`src/rtl/cbx_pkg.sv`:
```
// Shared definitions for the cbx counter family: mode constants and the helpers
// used to size counters and detect the terminal count.
package cbx_pkg;

   localparam bit CBX_WRAP = 1'b0;
   localparam bit CBX_SAT  = 1'b1;

   function automatic int cbx_clog2(input longint unsigned value);
      int n;
      longint unsigned v;
      n = 0;
      v = (value > 64'd0) ? value - 64'd1 : 64'd0;
      while (v > 64'd0) begin
         n++;
         v = v >> 1;
      end
      return n;
   endfunction

   // Operands are 33 bits so that a full 32-bit counter with MODULUS=2**32 still fits.
   function automatic logic cbx_term(input logic [32:0] q, input logic up,
                                     input logic [32:0] modulus);
      return up ? (q == (modulus - 33'd1)) : (q == 33'd0);
   endfunction

endpackage

```
`src/rtl/cbx_term_detect.sv`:
```
// Terminal-count compare: high when the next count in the selected direction
// must wrap (or saturate).
module cbx_term_detect
   import cbx_pkg::*;
#(
   parameter int          WIDTH   = 8,
   parameter logic [32:0] MODULUS = 33'd1 << WIDTH
)(
   input  logic [WIDTH-1:0] q,
   input  logic             up,
   output logic             term
);

   assign term = cbx_term(33'(q), up, MODULUS);

endmodule

```
`src/rtl/cbx_updown_counter.sv`:
```
// Modulo-N up/down counter with asynchronous clear, synchronous load,
// cascade carry/borrow and registered wrap/overflow status.
module cbx_updown_counter
   import cbx_pkg::*;
#(
   parameter int          WIDTH    = 8,
   parameter logic [32:0] MODULUS  = 33'd1 << WIDTH,
   parameter bit          SATURATE = CBX_WRAP
)(
   input  logic             CLK,
   input  logic             CDN,
   input  logic             CAI,
   input  logic             UP,
   input  logic             SLOAD,
   input  logic [WIDTH-1:0] D,
   output logic [WIDTH-1:0] Q,
   output logic             CAO,
   output logic             WRAP,
   output logic             OVF
);

   localparam logic [WIDTH:0]   MAX_EXT = MODULUS[WIDTH:0] - (WIDTH+1)'(1);
   localparam logic [WIDTH-1:0] MAX_Q   = MAX_EXT[WIDTH-1:0];

   if (WIDTH < 1 || WIDTH > 32 || MODULUS < 33'd2 || MODULUS > (33'd1 << WIDTH)) begin : g_bad_param
      $error("cbx_updown_counter: illegal WIDTH/MODULUS combination");
   end

   logic [WIDTH-1:0] q_reg;
   logic             wrap_reg;
   logic             ovf_reg;
   logic             term;

   cbx_term_detect #(
      .WIDTH   (WIDTH),
      .MODULUS (MODULUS)
   ) u_term (
      .q    (q_reg),
      .up   (UP),
      .term (term)
   );

   always_ff @(posedge CLK or negedge CDN) begin
      if (!CDN) begin
         q_reg    <= '0;
         wrap_reg <= 1'b0;
         ovf_reg  <= 1'b0;
      end else if (SLOAD) begin
         // Out-of-range load values clamp so Q never leaves 0..MODULUS-1.
         q_reg    <= ({1'b0, D} > MAX_EXT) ? MAX_Q : D;
         wrap_reg <= 1'b0;
         ovf_reg  <= 1'b0;
      end else if (CAI) begin
         if (!term) begin
            q_reg    <= UP ? q_reg + WIDTH'(1) : q_reg - WIDTH'(1);
            wrap_reg <= 1'b0;
         end else if (SATURATE == CBX_WRAP) begin
            q_reg    <= UP ? '0 : MAX_Q;
            wrap_reg <= 1'b1;
         end else begin
            ovf_reg  <= 1'b1;
            wrap_reg <= 1'b0;
         end
      end else begin
         wrap_reg <= 1'b0;
      end
   end

   // Combinational so a cascade of stages advances on the same edge.
   assign CAO  = CAI & term & ~SLOAD & (SATURATE == CBX_WRAP);
   assign Q    = q_reg;
   assign WRAP = wrap_reg;
   assign OVF  = ovf_reg;

endmodule

```
`config.mk`:
```
export PLATFORM = sky130hd
export DESIGN_NAME = cbx_updown_counter
export DESIGN_NICKNAME = d
export VERILOG_FILES = /design/src/rtl/cbx_pkg.sv /design/src/rtl/cbx_term_detect.sv /design/src/rtl/cbx_updown_counter.sv
export SDC_FILE = /design/constraint.sdc
export NUM_CORES = 1
export LEC_CHECK = 0
export CORE_MARGIN = 8
export CORE_UTILIZATION = 41
export CTS_CLUSTER_DIAMETER = 60
export CTS_CLUSTER_SIZE = 12
export DETAILED_ROUTE_END_ITERATION = 8
export GPL_ROUTABILITY_DRIVEN = 0
export PLACE_DENSITY_LB_ADDON = 0.08
export SLEW_MARGIN = 5
export SYNTH_ARGS = -nofsm -noshare
export SYNTH_HDL_FRONTEND = slang
export SYNTH_HIERARCHICAL = 1
export SYNTH_SLANG_ARGS = --single-unit
```
`constraint.sdc`:
```
create_clock -name CLK -period 1.7 [get_ports CLK]
set_input_delay 0.255 -clock CLK [delete_from_list [all_inputs] [get_ports CLK]]
set_output_delay 0.255 -clock CLK [all_outputs]
set_load 0.02 [all_outputs]
```
==> insert_results.sql, run 1 <==
INSERT INTO impl_metrics (metric_group, metric, value, unit) VALUES
('die', 'core_region_area', '1902', 'um^2'),
('layout', 'area.growth.synth_to_final', '72.36', '%'),
('run', 'max_cap_violations', '0', ''),
('placed_design', 'placed_cells', '163', ''),
('timing', 'setup_repair_after_global_routing_missed_its_margin', 'yes', ''),
('logic_synthesis', 'synth_commonest_cells', 'sky130_fd_sc_hd__nand2_1 (12), sky130_fd_sc_hd__a21oi_1 (10), sky130_fd_sc_hd__nor2_1 (10)', ''),
('logic_synthesis', 'syn_area_per_cell', '8.393', 'um^2'),
('logic_synthesis', 'yosys.area.top_type_share', '27.95', '%'),
('clock_network', 'cts-root-buf', 'sky130_fd_sc_hd__clkbuf_4', ''),
('placed_design', 'placedInstanceArea', '1226', 'um^2'),
('clock_network', 'clkLatencyLatePin', '0.28', 'ns'),
('clock_network', 'tritoncts', 'done', ''),
('grt', 'largest_net_degree_at_the_start_of_global_routing', '16', ''),
('placed_design', 'port_buffers', '22', ''),
('logic_synthesis', 'synthCells', '96', ''),
('layout', 'post-route-cell-area', '1389', 'um^2'),
('status', 'violations_in_the_final_reports', 'setup timing', ''),
('clock_network', 'cts_max_path_buffers', '2', ''),
('worst_setup_path', 'timing_worst_setup_path_type', 'reg -> reg', ''),
('drt', 'drc', '0', ''),
('worst_setup_path', 'worstPathMaxFanout', '5', ''),
('timing', 'final_report_hold_violation_count', '0', ''),
('clock_network', 'ctsHoldBuffers', '0', ''),
('logic_synthesis', 'yosys.area.top_type', 'sky130_fd_sc_hd__dfrtp_1', ''),
('worst_setup_path', 'worst_ep_required_time', '1.90', 'ns'),
('grt', 'gr-total-overflow', '0', ''),
('clock_network', 'cts.reportedPaths.clkPinSlew', '0.07', 'ns'),
('pwr', 'power.density_cell_area', '828.3', 'nW/um^2'),
('layout', 'fillers', '147', ''),
('timing', 'fin_worst_skew', '0.001783', 'ns'),
('clock_network', 'tritoncts_num_sinks', '9', ''),
('timing', 'final.min_clock_period', '1.845', 'ns'),
('placed_design', 'pre_cts_ws', '-0.6960', 'ns'),
('die', 'die_area', '3640', 'um^2'),
('placed_design', 'dp_hpwl', '1988', 'um'),
('timing', 'post-route-period-util', '108.5', '%'),
('clock_network', 'tritoncts.num_buffers', '3', ''),
('die', 'floorplan.initialDensity', '42.37', '%'),
('drt', 'num_vias', '908', ''),
('worst_setup_path', 'critical_path.endpoint_type', 'flip-flop', ''),
('drt', 'number_of_nets_still_failing_antenna_checks_after_routing', '0', ''),
('logic_synthesis', 'synth.cell_area', '805.8', 'um^2'),
('timing', 'hold_ws', '0.2949', 'ns'),
('timing', 'max_clock_freq', '541.9', 'MHz'),
('logic_synthesis', 'ys.warnings.count', '6', ''),
('die', 'die_width', '60.33', 'um'),
('logic_synthesis', 'synth_enable_flop_cells', '0', ''),
('pwr', 'power.ir.vdd_worst', '0.5673', 'mV'),
('worst_setup_path', 'r2r_slack', '-0.15', 'ns'),
('layout', 'final_cell_count_no_fill', '172', ''),
('drt', 'viasPerCell', '5.279', ''),
('logic_synthesis', 'top_ff_cell_synth', 'sky130_fd_sc_hd__dfrtp_1', ''),
('layout', 'antenna_diode_count', '0', ''),
('die', 'top_level_ports', '24', ''),
('logic_synthesis', 'ys_seq_area_share', '27.95', '%'),
('status', 'run_status', 'finished, violations left', ''),
('timing', 'final_setup_margin', '-0.1453', 'ns'),
('timing', 'timing.final.setup_violations', '5', ''),
('layout', 'layout-drive-gt1-share', '38.62', '%'),
('worst_setup_path', 'reg2reg_from', 'Q[1]', ''),
('grt', 'grt_pass1_wl', '4209', 'um'),
('logic_synthesis', 'ys_seq_elements', '9', ''),
('drt', 'drt_first_iter_violations', '29', ''),
('drt', 'average_wire_per_cell_in_the_routed_design', '15.44', 'um'),
('die', 'die_height', '60.33', 'um'),
('logic_synthesis', 'postSynth.asyncResetShare', '100.0', '%'),
('pwr', 'p_leak', '0.6517', 'nW'),
('logic_synthesis', 'synthTopCellsByArea', 'sky130_fd_sc_hd__dfrtp_1 (28%), sky130_fd_sc_hd__ha_1 (9.3%), sky130_fd_sc_hd__a21oi_1 (6.2%), sky130_fd_sc_hd__nand2_1 (5.6%), sky130_fd_sc_hd__nor2_1 (4.7%)', ''),
('grt', 'grt_pass1_vias', '954', ''),
('die', 'floorplan.rows', '16', ''),
('clock_network', 'cts-htree-levels', '1', '');
[registers in the layout, summed over array words and instances, names as in the netlist]
register,flops
Q,8
WRAP,1
[worst max-delay path: stages (launching register included)]
cell                       delay [ns]
sky130_fd_sc_hd__dfrtp_2         0.45
sky130_fd_sc_hd__fa_2            0.40
sky130_fd_sc_hd__a21o_2          0.21
sky130_fd_sc_hd__a221oi_2        0.23
sky130_fd_sc_hd__xor2_1          0.10
sky130_fd_sc_hd__o31a_1          0.24
sky130_fd_sc_hd__o21ai_1         0.13
[what timing repair did]
item,CTS,global route
pin swaps,7,10
setup buffers,3,2
setup endpoints to repair,8,12
endpoints found under the hold margin,0,0
gates resized for setup,17,13
[layer usage]
| metal | vias up | global-route usage (%) | share of wire, % |
|---|---|---|---|
| li1 | 438 | - | - |
| met1 | 430 | 17.16 | 42 |
| met2 | 37 | 26.22 | 50 |
| met3 | 3 | 5.297 | 7.2 |
| met4 | 0 | 5.102 | 0.72 |
| met5 | - | 0 | 0 |
[worst max-delay path by stage]
stage	from	to	slack, ns	depth (start not counted)
3_5_place_dp	UP	Q[6]	-0.70	8
2_1_floorplan	Q[1]	Q[6]	-0.09	6
4_1_cts	Q[1]	Q[6]	-0.11	6
5_1_grt	Q[1]	Q[6]	-0.18	6
6_report	Q[1]	Q[6]	-0.15	6
3_3_place_gp	UP	Q[6]	-0.64	8
[cell type report]
| cell class | count | area [um^2] | share of cell area (%) |
|---|---|---|---|
| Clock buffer | 4 | 26.28 | 1.892 |
| Inverter | 3 | 11.26 | 0.8108 |
| Multi-Input combinational cell | 80 | 648.1 | 46.67 |
| Sequential cell | 9 | 229.0 | 16.49 |
| Tap cell | 27 | 33.78 | 2.432 |
| Timing Repair Buffer | 49 | 440.4 | 31.71 |
[kinds of logic after synthesis]
group,after synthesis,synth area share [%]
compound gates,27,21.90
xor+xnor,6,6.523
fa+ha+maj,7,11.80
buf+inv,7,5.746
flops,9,27.95
mux,4,5.124
other cells,1,0.4654
simple gates,35,20.50
[metrics by stage]
step,setup TNS [ns],utilization [%]
floorplan,-0.09275,-
global placement,-4.331,64.47
detailed placement,-4.582,64.47
CTS,-0.3263,69.54
global route,-0.8224,73.03
finish,-0.3693,73.03
[power by group]
part	internal [mW]	switching, mW	leakage (nW)	total [mW]
clock network	0.0912	0.0923	0.0150	0.184
logic	0.359	0.324	0.531	0.683
registers	0.247	0.0369	0.105	0.284
total	0.697	0.453	0.652	1.15
[layout by cell type, fill, tap and decap left out, types with 3 or more instances in the layout]
| master | count |
|---|---|
| sky130_fd_sc_hd__dlymetal6s2s_1 | 6 |
| sky130_fd_sc_hd__dfrtp_1 | 6 |
| sky130_fd_sc_hd__xnor2_1 | 3 |
| sky130_fd_sc_hd__clkbuf_4 | 3 |
| sky130_fd_sc_hd__a21oi_2 | 3 |
| sky130_fd_sc_hd__dfrtp_2 | 3 |
| sky130_fd_sc_hd__clkdlybuf4s50_1 | 13 |
| sky130_fd_sc_hd__buf_4 | 26 |
| sky130_fd_sc_hd__a21oi_1 | 8 |
| sky130_fd_sc_hd__nor2_1 | 10 |
| sky130_fd_sc_hd__nand2_1 | 11 |
| sky130_fd_sc_hd__o21ai_1 | 4 |
| sky130_fd_sc_hd__mux2i_1 | 3 |
| sky130_fd_sc_hd__ha_4 | 4 |
(Power assumes the default switching activity.)
==> run 2: changes to the inputs <==
- SETUP_SLACK_MARGIN: not set -> 0.2
==> run 2 against run 1 <==
  * Non-clock buffer count is 12 higher
  * Fmax is 0.24% lower
  * Register-to-register slack hardly changed
  * Global-route usage is 2.9 points higher
  * Combinational power is 27% higher
  * The run still ends with setup timing left
  * First-iteration DRC count is 41% lower
  * Worst setup slack worse by 0.0044 ns
  * Sequential share of layout area is 1.8 points lower
  * Critical endpoint is now Q[5]
  * Via count is 13% higher
  * Hold slack better by 0.0055 ns
  * Count of clock-buffer cells in the layout stayed put
  * Sequential cell count stayed put
==> insert_results.sql, run 2 (synthesis gave the netlist of run 1 again) <==
INSERT INTO impl_metrics (metric_group, metric, value, unit) VALUES
('timing', 'hold_ws', '0.3004', 'ns'),
('run', 'max_cap_violations', '0', ''),
('pwr', 'p_switching', '532.7', 'uW'),
('pwr', 'p_leak', '0.6851', 'nW'),
('worst_setup_path', 'worst_setup_path_start_kind', 'flip-flop', ''),
('drt', 'num_vias', '1023', ''),
('worst_setup_path', 'reg2reg_from', 'Q[2]', ''),
('drt', 'drt_pass1_iterations', '4', ''),
('layout', 'number_of_flip_flops_in_the_largest_register', '8', ''),
('timing', 'post-route-period-util', '108.8', '%'),
('layout', 'area.growth.synth_to_final', '97.05', '%'),
('drt', 'drc', '0', ''),
('clock_network', 'tritoncts', 'done', ''),
('drt', 'viasPerCell', '5.560', ''),
('clock_network', 'tritoncts_num_sinks', '9', ''),
('timing', 'max_clock_freq', '540.6', 'MHz'),
('placed_design', 'port_buffers', '22', ''),
('worst_setup_path', 'worstPathArrival', '2.05', 'ns'),
('die', 'top_level_ports', '24', ''),
('drt', 'total_wire_length', '3459', 'um'),
('clock_network', 'tritoncts.num_buffers', '3', ''),
('worst_setup_path', 'crit_path_start', 'Q[2]', ''),
('layout', 'layout.cells.most_common_list', 'sky130_fd_sc_hd__buf_4 (34), sky130_fd_sc_hd__clkdlybuf4s50_1 (12), sky130_fd_sc_hd__nor2_1 (8), sky130_fd_sc_hd__dfrtp_2 (6), sky130_fd_sc_hd__nand2_1 (6)', ''),
('grt', 'antenna_found_initial', '0', ''),
('grt', 'grt_pass1_vias', '1038', ''),
('layout', 'layout-drive-gt1-share', '55.41', '%'),
('status', 'violations_in_the_final_reports', 'setup timing', ''),
('pwr', 'seq_power_share', '22.1', '%'),
('worst_setup_path', 'worstPathMaxFanout', '4', ''),
('die', 'die_height', '60.33', 'um'),
('pwr', 'power.share.switching', '40.08', '%'),
('timing', 'timing_max_transition_violations_final', '0', ''),
('pwr', 'power.ir.vdd_worst', '0.7860', 'mV'),
('die', 'die_width', '60.33', 'um'),
('pwr', 'report.power.total', '1.329', 'mW'),
('pwr', 'comb_power_share', '65.3', '%'),
('placed_design', 'placedInstanceArea', '1309', 'um^2'),
('pwr', 'internal-power', '796.4', 'uW'),
('worst_setup_path', 'reg2reg_to', 'Q[5]', ''),
('drt', 'drt_first_iter_violations', '17', ''),
('layout', 'post-route-cell-area', '1588', 'um^2'),
('grt', 'largest_net_degree_at_the_start_of_global_routing', '16', ''),
('worst_setup_path', 'r2r.worst_path.cells', '8', ''),
('pwr', 'power.density_cell_area', '837.1', 'nW/um^2'),
('timing', 'final_report_hold_violation_count', '0', ''),
('drt', 'number_of_nets_still_failing_antenna_checks_after_routing', '0', ''),
('drt', 'average_wire_per_cell_in_the_routed_design', '18.80', 'um'),
('worst_setup_path', 'worst_ep_required_time', '1.90', 'ns'),
('clock_network', 'cts-root-buf', 'sky130_fd_sc_hd__clkbuf_4', ''),
('status', 'run_status', 'finished, violations left', ''),
('timing', 'fin_worst_skew', '0.0007820', 'ns'),
('timing', 'final_setup_margin', '-0.1497', 'ns'),
('layout', 'mostFrequentLayoutCell', 'sky130_fd_sc_hd__buf_4', ''),
('placed_design', 'dp_hpwl', '2139', 'um'),
('clock_network', 'cts.reportedPaths.clkPinSlew', '0.06', 'ns'),
('grt', 'gr-total-overflow', '0', ''),
('clock_network', 'cts_max_path_buffers', '2', ''),
('timing', 'timing.final.setup_violations', '8', ''),
('worst_hold_path', 'min_path_type', 'in -> async', ''),
('pwr', 'power.share.clock', '12.6', '%'),
('grt', 'global_route.usage.total', '18.19', '%'),
('layout', 'antenna_diode_count', '0', ''),
('die', 'floorplan.rows', '16', ''),
('timing', 'setup_repair_after_global_routing_missed_its_margin', 'yes', ''),
('timing', 'final.setup.tns', '-0.8037', 'ns'),
('worst_setup_path', 'timing_worst_setup_path_type', 'reg -> reg', ''),
('clock_network', 'cts-htree-levels', '1', ''),
('worst_setup_path', 'r2r_slack', '-0.15', 'ns'),
('die', 'floorplan.initialDensity', '42.37', '%'),
('timing', 'final.min_clock_period', '1.850', 'ns'),
('worst_setup_path', 'critical_path.endpoint_type', 'flip-flop', ''),
('grt', 'grt_pass1_wl', '4954', 'um'),
('die', 'die_area', '3640', 'um^2'),
('clock_network', 'clkLatencyLatePin', '0.26', 'ns'),
('layout', 'fin_nets', '178', ''),
('die', 'core_region_area', '1902', 'um^2');
run 2: worst max-delay path, cell delays in order, from the launching register on:
cell and delay (ns):
sky130_fd_sc_hd__dfrtp_2 0.43, sky130_fd_sc_hd__buf_12 0.13, sky130_fd_sc_hd__ha_4 0.30, sky130_fd_sc_hd__buf_6 0.11, sky130_fd_sc_hd__nand3_4 0.09, sky130_fd_sc_hd__a21oi_4 0.16
sky130_fd_sc_hd__nor3_2 0.05, sky130_fd_sc_hd__or3b_1 0.38, sky130_fd_sc_hd__a21oi_2 0.13
run 2: cell type report:
class / instances / area [um^2]
inverter: 3 / 17.52
tap: 27 / 33.78
multi-input combinational: 80 / 735.7
sequential: 9 / 232.7
timing repair buffer: 61 / 541.8
fill: 102 / 314.1
clock buffer: 4 / 26.28
run 2: power groups by stage:
stage	combinational, mW	sequential (mW)	clock, mW
floorplan	0.291	0.340	0
global placement	0.638	0.286	0
detailed placement	0.657	0.289	0
CTS	0.746	0.284	0.169
global route	0.919	0.297	0.180
finish	0.868	0.293	0.168
run 2: worst max-delay path by stage:
stage	to	slack [ns]	depth (start not counted)
finish	Q[5]	-0.15	8
detailed placement	Q[6]	-0.67	9
floorplan	Q[6]	-0.09	6
CTS	Q[6]	-0.13	6
global route	Q[0]	-0.22	9
global placement	CAO	-0.66	6
run 2: through the flow:
stage               std cells  worst slack, ns  util [%]
global route              184          -0.2200     83.49
finish                    184          -0.1497     83.49
detailed placement        168          -0.6675     68.82
global placement          168          -0.6567     68.82
CTS                       179          -0.1350     76.78
floorplan                  96         -0.09275         -
run 2: metal layers:
metal  GRT usage [%]  routed length, um
met5               0                  0
met1           19.09               1246
met3           5.932                227
met2           33.08               1745
met4           6.122                240
run 2: what timing repair did:
item / CTS / global route
buffers inserted: 7 / 5
pin swaps: 10 / 12
endpoints found under the setup margin: 17 / 10
resized for setup: 37 / 23
hold buffers: 0 / 0
==> run 3: changes to the inputs <==
- CORE_MARGIN: 8 -> 2
- SLEW_MARGIN: 5 -> 20
==> run 3 against run 2 <==
  * The flow still finishes with violations (setup timing)
  * Worst setup slack gained 0.043 ns
  * Critical path depth decreased by 2
  * Register-to-register slack better by 0.04 ns
  * Non-clock buffer count is 8 lower
  * Power down 12%
  * Die area down 36%
  * Clock power is essentially flat
  * Clock skew about the same
  * Via count fell by 8.0%
  * Global-route usage up 4.7 points
  * Hold slack got worse by 0.0013 ns
  * Sequential share of layout area up 1.3 points
  * Critical endpoint is now Q[6]
  * Largest cell class unchanged
==> insert_results.sql, run 3 (synthesis gave the netlist of run 1 again) <==
INSERT INTO impl_metrics (metric_group, metric, value, unit) VALUES
('grt', 'grt_use_met1', '27.17', '%'),
('timing', 'hold_ws', '0.2991', 'ns'),
('worst_setup_path', 'critPathBufInv', '0', ''),
('timing', 'final_setup_margin', '-0.1070', 'ns'),
('worst_setup_path', 'timing_worst_setup_path_type', 'reg -> reg', ''),
('timing', 'timing_max_transition_violations_final', '0', ''),
('clock_network', 'clkLatencyLatePin', '0.26', 'ns'),
('drt', 'viasPerCell', '5.347', ''),
('worst_setup_path', 'timing.critical_path.slowest_stage_cell', 'sky130_fd_sc_hd__dfrtp_2', ''),
('grt', 'grt_pass1_vias', '939', ''),
('die', 'floorplan.rows', '16', ''),
('worst_setup_path', 'critical-path-max-stage-delay', '0.44', 'ns'),
('timing', 'setup_repair_after_global_routing_missed_its_margin', 'yes', ''),
('worst_setup_path', 'worstPathMaxFanout', '4', ''),
('grt', 'antenna_found_initial', '0', ''),
('pwr', 'power.share.switching', '38.49', '%'),
('drt', 'num_vias', '941', ''),
('status', 'run_status', 'finished, violations left', ''),
('pwr', 'power.ir.vdd_worst', '0.6155', 'mV'),
('drt', 'average_wire_per_cell_in_the_routed_design', '14.67', 'um'),
('pwr', 'internal-power', '715.5', 'uW'),
('clock_network', 'cts_max_path_buffers', '2', ''),
('pwr', 'p_switching', '447.6', 'uW'),
('layout', 'fin_nets', '170', ''),
('clock_network', 'ctsHoldBuffers', '0', ''),
('clock_network', 'cts-htree-levels', '1', ''),
('worst_setup_path', 'worst_setup_path_start_kind', 'flip-flop', ''),
('worst_setup_path', 'worstPathArrival', '2.00', 'ns'),
('clock_network', 'tritoncts_num_sinks', '9', ''),
('timing', 'post-route-period-util', '106.3', '%'),
('drt', 'drc', '0', ''),
('grt', 'largest_net_degree_at_the_start_of_global_routing', '16', ''),
('timing', 'final.min_clock_period', '1.807', 'ns'),
('drt', 'total_wire_length', '2582', 'um'),
('layout', 'number_of_flip_flops_in_the_largest_register', '8', ''),
('placed_design', 'dp_hpwl', '1902', 'um'),
('status', 'violations_in_the_final_reports', 'setup timing', ''),
('timing', 'timing.final.setup_violations', '7', ''),
('placed_design', 'placedInstanceArea', '1301', 'um^2'),
('worst_setup_path', 'r2r.worst_path.cells', '6', ''),
('timing', 'final.setup.tns', '-0.3589', 'ns'),
('pwr', 'power.density_cell_area', '797.2', 'nW/um^2'),
('pwr', 'seq_power_share', '25.3', '%'),
('worst_setup_path', 'critical_path.cell_chain', 'fa_2 > a21o_2 > a221oi_2 > xor2_1 > o31a_1 > o21ai_1', ''),
('grt', 'busiest_layer', 'met2', ''),
('layout', 'mostFrequentLayoutCell', 'sky130_fd_sc_hd__buf_4', ''),
('timing', 'final_report_hold_violation_count', '0', ''),
('layout', 'layout.cells.most_common_list', 'sky130_fd_sc_hd__buf_4 (24), sky130_fd_sc_hd__clkdlybuf4s50_1 (12), sky130_fd_sc_hd__nand2_1 (9), sky130_fd_sc_hd__nor2_1 (9), sky130_fd_sc_hd__dlygate4sd2_1 (7)', ''),
('run', 'max_cap_violations', '0', ''),
('worst_setup_path', 'worst_path_dominant_cell_family', 'compound AO/OA/AOI/OAI gates', ''),
('timing', 'max_clock_freq', '553.4', 'MHz'),
('die', 'die_height', '48.33', 'um'),
('clock_network', 'tritoncts', 'done', ''),
('pwr', 'p_leak', '0.6269', 'nW'),
('worst_hold_path', 'min_path_type', 'in -> async', ''),
('grt', 'global_route.usage.total', '22.89', '%'),
('die', 'floorplan.initialDensity', '42.37', '%'),
('worst_setup_path', 'critical_path.endpoint_type', 'flip-flop', ''),
('clock_network', 'tritoncts.num_buffers', '3', ''),
('grt', 'grt_pass1_wl', '4084', 'um'),
('layout', 'layout-drive-gt1-share', '46.98', '%'),
('die', 'die_width', '48.33', 'um'),
('clock_network', 'cts-root-buf', 'sky130_fd_sc_hd__clkbuf_4', ''),
('grt', 'use_met3', '5.864', '%'),
('timing', 'fin_worst_skew', '0.001074', 'ns'),
('drt', 'drt_pass1_iterations', '4', ''),
('worst_setup_path', 'worst-path-stages', '6', ''),
('grt', 'gr-total-overflow', '0', ''),
('die', 'top_level_ports', '24', ''),
('placed_design', 'port_buffers', '22', ''),
('pwr', 'comb_power_share', '60.5', '%'),
('layout', 'post-route-cell-area', '1459', 'um^2'),
('clock_network', 'cts.reportedPaths.clkPinSlew', '0.06', 'ns'),
('pwr', 'power.share.clock', '14.2', '%'),
('drt', 'drt_first_iter_violations', '14', ''),
('worst_setup_path', 'worst_ep_required_time', '1.89', 'ns'),
('grt', 'grt.met2_usage', '39.12', '%'),
('drt', 'number_of_nets_still_failing_antenna_checks_after_routing', '0', ''),
('die', 'core_region_area', '1902', 'um^2'),
('layout', 'antenna_diode_count', '0', ''),
('layout', 'area.growth.synth_to_final', '81.06', '%'),
('die', 'die_area', '2336', 'um^2');
[run 3: final cells by class]
cell class | count | area (um^2)
clock buffer | 4 | 26.28
fill | 126 | 442.9
timing repair buffer | 53 | 485.5
multi-input combinational | 80 | 663.1
inverter | 3 | 17.52
sequential | 9 | 232.7
tap | 27 | 33.78
[run 3: path summary, 6_finish.rpt]
kind	from	endpoint	slack (ns)
min in group CLK	D[6]	Q[6]	0.53
min reg2reg	Q[0]	Q[0]	0.68
min	CDN	Q[5]	0.30
max reg2reg	Q[1]	Q[6]	-0.11
max	Q[1]	Q[6]	-0.11
max in group asynchronous	CDN	Q[0]	1.07
[run 3: per-layer routing]
| layer | up-vias | wire [um] |
|---|---|---|
| li1 | 450 | - |
| met1 | 444 | 1078 |
| met2 | 34 | 1292 |
| met3 | 13 | 118 |
| met4 | 0 | 93 |
| met5 | - | 0 |
[run 3: through the flow]
step | std cells | util [%] | worst slack (ns) | total power, mW
final | 176 | 76.71 | -0.1070 | 1.163
after global routing | 176 | 76.71 | -0.1649 | 1.242
after CTS | 174 | 74.87 | -0.1142 | 1.146
after detailed placement | 167 | 68.42 | -0.6681 | 0.9305
after global placement | 167 | 68.42 | -0.6171 | 0.9165
after floorplan | 96 | - | -0.09275 | 0.6309
[run 3: power by group through the flow]
stage | sequential [mW] | combinational [mW] | clock [mW]
final | 0.294 | 0.704 | 0.165
after global routing | 0.297 | 0.761 | 0.183
after CTS | 0.293 | 0.682 | 0.172
after detailed placement | 0.287 | 0.644 | 0
after global placement | 0.285 | 0.631 | 0
after floorplan | 0.340 | 0.291 | 0
[run 3: repair_timing]
item | in CTS | in global routing
setup buffers | 3 | 2
resized for setup | 34 | 9
endpoints found under the setup margin | 17 | 10
pin swaps | 14 | 7
